[src/rtl/deserializer.sv]
// Serial-to-parallel stage that feeds priority_encoder.
// Collects 1-bit samples qualified by data_val_i into a WIDTH-bit word and
// emits that word with a one-cycle data_val_o pulse. flush_i releases a
// partially filled word, zero-padded, together with its bit count.
module deserializer #(
  parameter int WIDTH     = 5,
  parameter bit MSB_FIRST = 1'b1,
  parameter int CNT_W     = $clog2(WIDTH + 1)
) (
  input  logic             clk_i,
  input  logic             srst_i,
  input  logic             data_i,
  input  logic             data_val_i,
  input  logic             flush_i,
  output logic [WIDTH-1:0] data_o,
  output logic [CNT_W-1:0] data_cnt_o,
  output logic             data_val_o,
  output logic             busy_o
);

  localparam logic [CNT_W-1:0] WIDTH_C = CNT_W'(WIDTH);
  localparam logic [CNT_W-1:0] LAST_C  = CNT_W'(WIDTH - 1);

  // Bits are written straight into their final position, so the word needs
  // no shifting on emit and unfilled positions stay at zero.
  logic [WIDTH-1:0] word_q;
  logic [CNT_W-1:0] cnt_q;

  logic [CNT_W-1:0] pos;
  logic [WIDTH-1:0] word_acc;
  logic [CNT_W-1:0] cnt_acc;
  logic             emit;

  // Fold in this cycle's bit (if any) and decide whether a word leaves now.
  // NOTE: every always_comb output gets a default first so no path can hold
  // an old value, which would infer a latch.
  always_comb begin
    pos      = '0;
    word_acc = word_q;
    cnt_acc  = cnt_q;
    emit     = 1'b0;

    // Bit k of a word lands at WIDTH-1-k (MSB first) or at k (LSB first).
    if (MSB_FIRST) begin
      pos = LAST_C - cnt_q;
    end else begin
      pos = cnt_q;
    end

    if (data_val_i) begin
      word_acc = word_q | (WIDTH'(data_i) << pos);
      cnt_acc  = cnt_q + CNT_W'(1);
    end

    // A full word always leaves; a flush releases whatever is held,
    // including a bit accepted in the same cycle. An empty flush is ignored.
    emit = (cnt_acc == WIDTH_C) || (flush_i && (cnt_acc != '0));
  end

  // Collection state and registered outputs; srst_i overrides everything.
  // NOTE: sequential state uses non-blocking assignments so every register
  // samples the pre-edge values, independent of statement order.
  always_ff @(posedge clk_i) begin
    if (srst_i) begin
      word_q     <= '0;
      cnt_q      <= '0;
      data_o     <= '0;
      data_cnt_o <= '0;
      data_val_o <= 1'b0;
      busy_o     <= 1'b0;
    end else if (emit) begin
      // Emitting clears the collector so the next accepted bit is bit 0.
      word_q     <= '0;
      cnt_q      <= '0;
      data_o     <= word_acc;
      data_cnt_o <= cnt_acc;
      data_val_o <= 1'b1;
      busy_o     <= 1'b0;
    end else begin
      // data_o / data_cnt_o keep the last emitted word between pulses.
      word_q     <= word_acc;
      cnt_q      <= cnt_acc;
      data_val_o <= 1'b0;
      busy_o     <= (cnt_acc != '0);
    end
  end

endmodule

[config.mk]
export PLATFORM = sky130hd
export DESIGN_NAME = deserializer
export DESIGN_NICKNAME = d
export VERILOG_FILES = /design/src/rtl/deserializer.sv
export SDC_FILE = /design/constraint.sdc
export NUM_CORES = 1
export LEC_CHECK = 0
export ABC_AREA = 1
export CAP_MARGIN = 20
export CORE_MARGIN = 1.5
export CORE_UTILIZATION = 45
export DETAILED_ROUTE_END_ITERATION = 12
export GPL_TIMING_DRIVEN = 0
export PLACE_DENSITY = 0.7
export SYNTH_ARGS = -nofsm -noshare
export SYNTH_HDL_FRONTEND = slang
export SYNTH_SLANG_ARGS = --single-unit
[constraint.sdc]
create_clock -name clk_i -period 2.6 [get_ports clk_i]
set_input_delay 0.65 -clock clk_i [delete_from_list [all_inputs] [get_ports clk_i]]
set_output_delay 0.65 -clock clk_i [all_outputs]
set_load 0.005 [all_outputs]
==> run summary <==
Clock-pin slew was measured on the worst setup and hold paths at 0.10 ns. The switching power total came out at 136 uW. The post-layout total power is 541 uW. The global-route wire length before repair came out at 2590 um. The number of nets in the layout is between 100 and 150. The signal on the critical path passes through clkdlybuf4s50_1. TritonCTS built the clock tree. Headroom to the max-slew limit came out at 0.818. Buffers inserted to repair hold after CTS numbered 0. The final hold violation count is 0.

The standby leakage power is between 0.0004 and 0.0005 uW. The multi-input gate area in the final layout came out at 362 sq um. For this run, the leading register cell type out of synthesis is sky130_fd_sc_hd__dfxtp_1. The ratio of cells with drive above 1 in the final layout came out at 0.119.

The proportion of power drawn by the clock network came out at 0.315. The commonest cells after synthesis are sky130_fd_sc_hd__nand2_1 (24), sky130_fd_sc_hd__dfxtp_1 (18), sky130_fd_sc_hd__inv_1 (18). The delay of the slowest critical-path stage is 0.51 ns. After technology mapping, the gate count stands at roughly 110. The number of buffer and inverter instances along the worst setup path is 1.

The slew at the pin with the worst max-slew slack came out at between 0.2 and 0.3 ns. The die is 45.8 um tall. The cell area that synthesis handed to floorplanning was 825 sq um. sky130_fd_sc_hd__dfxtp_1 takes more of the synthesized area than any other cell. The count of port buffers added during placement came out at 14. Entering global routing, the biggest net connects 11 pins. The routability-driven placement congestion ratio is between 0.8 and 0.9.

Summing all placed instances gives a cell area of 996 sq um. The worst supply voltage drop on vdd is 0.000311 V. The count of flip-flops with a built-in enable after synthesis is 0. Across every metal layer, demand over resource in global routing totals 0.175. The warning count from the yosys run is 0. The data arrival at the endpoint of the critical path is 1.14 ns. The synthesis-to-layout area growth came out at 25.2%. The remaining number of nets flagged by the antenna check after routing is 0.

The shortest period the worst path allows is 1.79 ns. Of the available clock period, the critical path in the final layout requires 0.688. The final count of pins violating max slew came out at 0.

The total congestion overflow is 0. The number of global-route vias before repair was 647. CTS built an H-tree with a depth of 1.

Setup repair after global routing left no endpoint under its margin. The layout has roughly 180 filler cells. The number of buffers created by CTS is 3.

The core box area is 0.00173 sq mm. The setup TNS is 0 ns. The initial antenna violation count came out at 0. On the critical path, the stage with the largest delay is an instance of sky130_fd_sc_hd__clkdlybuf4s50_1. The peak fanout along the critical path came out at 2.

In this run, the number of DRC markers left after iteration 0 of detailed routing was 12. The worst setup path is of the reg -> out kind. The combined flip-flop and latch cell area is 360 sq um. Gates resized during post-CTS repair numbered 0. The category of the worst setup path launch point is a flop. Of the total power, the share spent switching nets is 0.251. Dividing the synthesized area by the synthesized cell count gives 7.63 sq um. When the netlist entered floorplanning its net count stood at roughly 120. The number of vias per cell came out at 4.57. The required time of the critical path is between 1.5 and 2 ns.

Setup violations remaining at the end of the flow were counted as 0. The clock net sink count came out at 18. The sequential element share of the synthesized area is 0.437. The detailed-route wire length came out at 1500 um.

The worst hold path belongs to the class reg -> reg. For this design the top-level I/O count stands at 15. After routing the design area is 0.00103 sq mm. The kind of cell with the highest combined delay along the critical path is buffers and inverters. The largest buffer count on any clock path came out at 2.

The clock reaches the later pin of the worst-skew pair after 0.29 ns. The antenna cell count came out at 0. Cell internal power was estimated by the tool at around 400 uW.

The synthesized design contains 18 register bits. By area the synthesized netlist is led by sky130_fd_sc_hd__dfxtp_1 (44%), sky130_fd_sc_hd__nand2_1 (11%), sky130_fd_sc_hd__inv_1 (8.2%). The share of total power dissipated in combinational logic is 0.151. The distinct cell type count after synthesis came out at 17. The post-route clock skew came out at 0.00506 ns. The number of search-and-repair iterations in the first detailed-routing pass came out at 5. The floorplan die area came out at 0.00210 sq mm. The wire-length estimate of the detail-placed layout is roughly 1200 um. The flow ran to the end, and the final reports show no timing, DRC or antenna violations.

The number of buffers inserted to repair setup after CTS came out at 0. The minimum setup slack among reg-to-reg paths is ~0.98 ns. By instance count, the leading cell after synthesis is sky130_fd_sc_hd__nand2_1. The achievable clock frequency came out at 559 MHz. The via count came out at 690. The starting density of the core came out at 0.478. The async set-or-reset flop fraction in the synthesized netlist is 0. The part of the total power dissipated in sequential elements is 0.535.

The sort of element at the end of the critical path is an output pin. The wire length per cell came out at 9.91 um. The power density of the placed cells came out at 524 mW/mm^2.

The max-capacitance violation count came out at 0. The die outline width came out at 45.8 um. The detailed-route DRC error count is 0. The master cell of the clock root buffer is sky130_fd_sc_hd__clkbuf_4. The share of Yosys cell area claimed by the top area cell type is 0.437. The number of placement rows came out at 15.
-- registers in the layout (all words and copies together), names as in the netlist --
name	flops
cnt_q	3
data_val_o	1
data_cnt_o	3
word_q	5
data_o	5
busy_o	1
-- path summary, 6_finish.rpt --
check / start / end / depth (start not counted)
setup / recovery: data_cnt_o[2]$_SDFFE_PP0P_ / data_cnt_o[2] / 1
setup reg to reg: cnt_q[0]$_SDFF_PP0_ / data_o[1]$_SDFFE_PP0P_ / 9
hold reg to reg: data_cnt_o[1]$_SDFFE_PP0P_ / data_cnt_o[1]$_SDFFE_PP0P_ / 2
hold / removal: data_cnt_o[1]$_SDFFE_PP0P_ / data_cnt_o[1]$_SDFFE_PP0P_ / 2
-- cell type report --
class / instances / area share
Timing Repair Buffer: 14 / 0.136
Multi-Input combinational cell: 67 / 0.350
Buffer: 3 / 0.0267
Clock buffer: 4 / 0.0352
Sequential cell: 18 / 0.349
Tap cell: 25 / 0.0303
Inverter: 20 / 0.0727
-- power groups by stage --
stage | clock (uW) | combinational (uW) | sequential, uW
final | 170 | 81.4 | 289
after global routing | 193 | 92.3 | 291
after CTS | 179 | 82.0 | 289
after detailed placement | 0 | 81.7 | 296
after global placement | 0 | 80.2 | 295
after floorplan | 0 | 51.1 | 296
-- metrics by stage --
stage / std cells / hold WS, ns / setup WS (ns) / utilization
floorplan: 108 / 0.463 / 1.14 / -
global placement: 147 / 0.456 / 0.551 / 0.577
detailed placement: 147 / 0.461 / 0.508 / 0.577
CTS: 151 / 0.477 / 0.790 / 0.598
global route: 151 / 0.489 / 0.735 / 0.598
finish: 151 / 0.473 / 0.812 / 0.598
-- cell usage in the layout, fill, tap and decap left out, drive strengths merged --
cell	n
clkinv	1
nor2	9
o21bai	5
a21oi	1
nand2	28
buf	3
ha	2
dfxtp	18
clkdlybuf4s50	14
nand3	11
inv	19
xnor2	1
nand4	10
clkbuf	4
-- logic make-up (layout without fill, tap and decap cells) --
kind of cell / count (synthesis) / after routing / synth area share
AND/OR/NAND/NOR: 58 / 58 / 0.341
buffers and inverters: 23 / 41 / 0.124
flip-flops: 18 / 18 / 0.437
AO/OA/AOI/OAI: 6 / 6 / 0.0562
adder cells (fa/ha/maj): 2 / 2 / 0.0303
XOR/XNOR: 1 / 1 / 0.0106
-- tightest hold or removal path: stages, from the launching register on --
cell and delay [ns]:
sky130_fd_sc_hd__dfxtp_1 0.32, sky130_fd_sc_hd__nand4_1 0.07, sky130_fd_sc_hd__nand2_1 0.04
-- routing by layer --
metal / global-route usage / routed length, um / vias to the layer above
met5: 0 / 0 / -
met4: 0.0971 / 12 / 0
met3: 0.0476 / 30 / 2
met2: 0.270 / 693 / 5
met1: 0.218 / 761 / 306
li1: - / - / 377
Power figures use the tool's default switching activity.
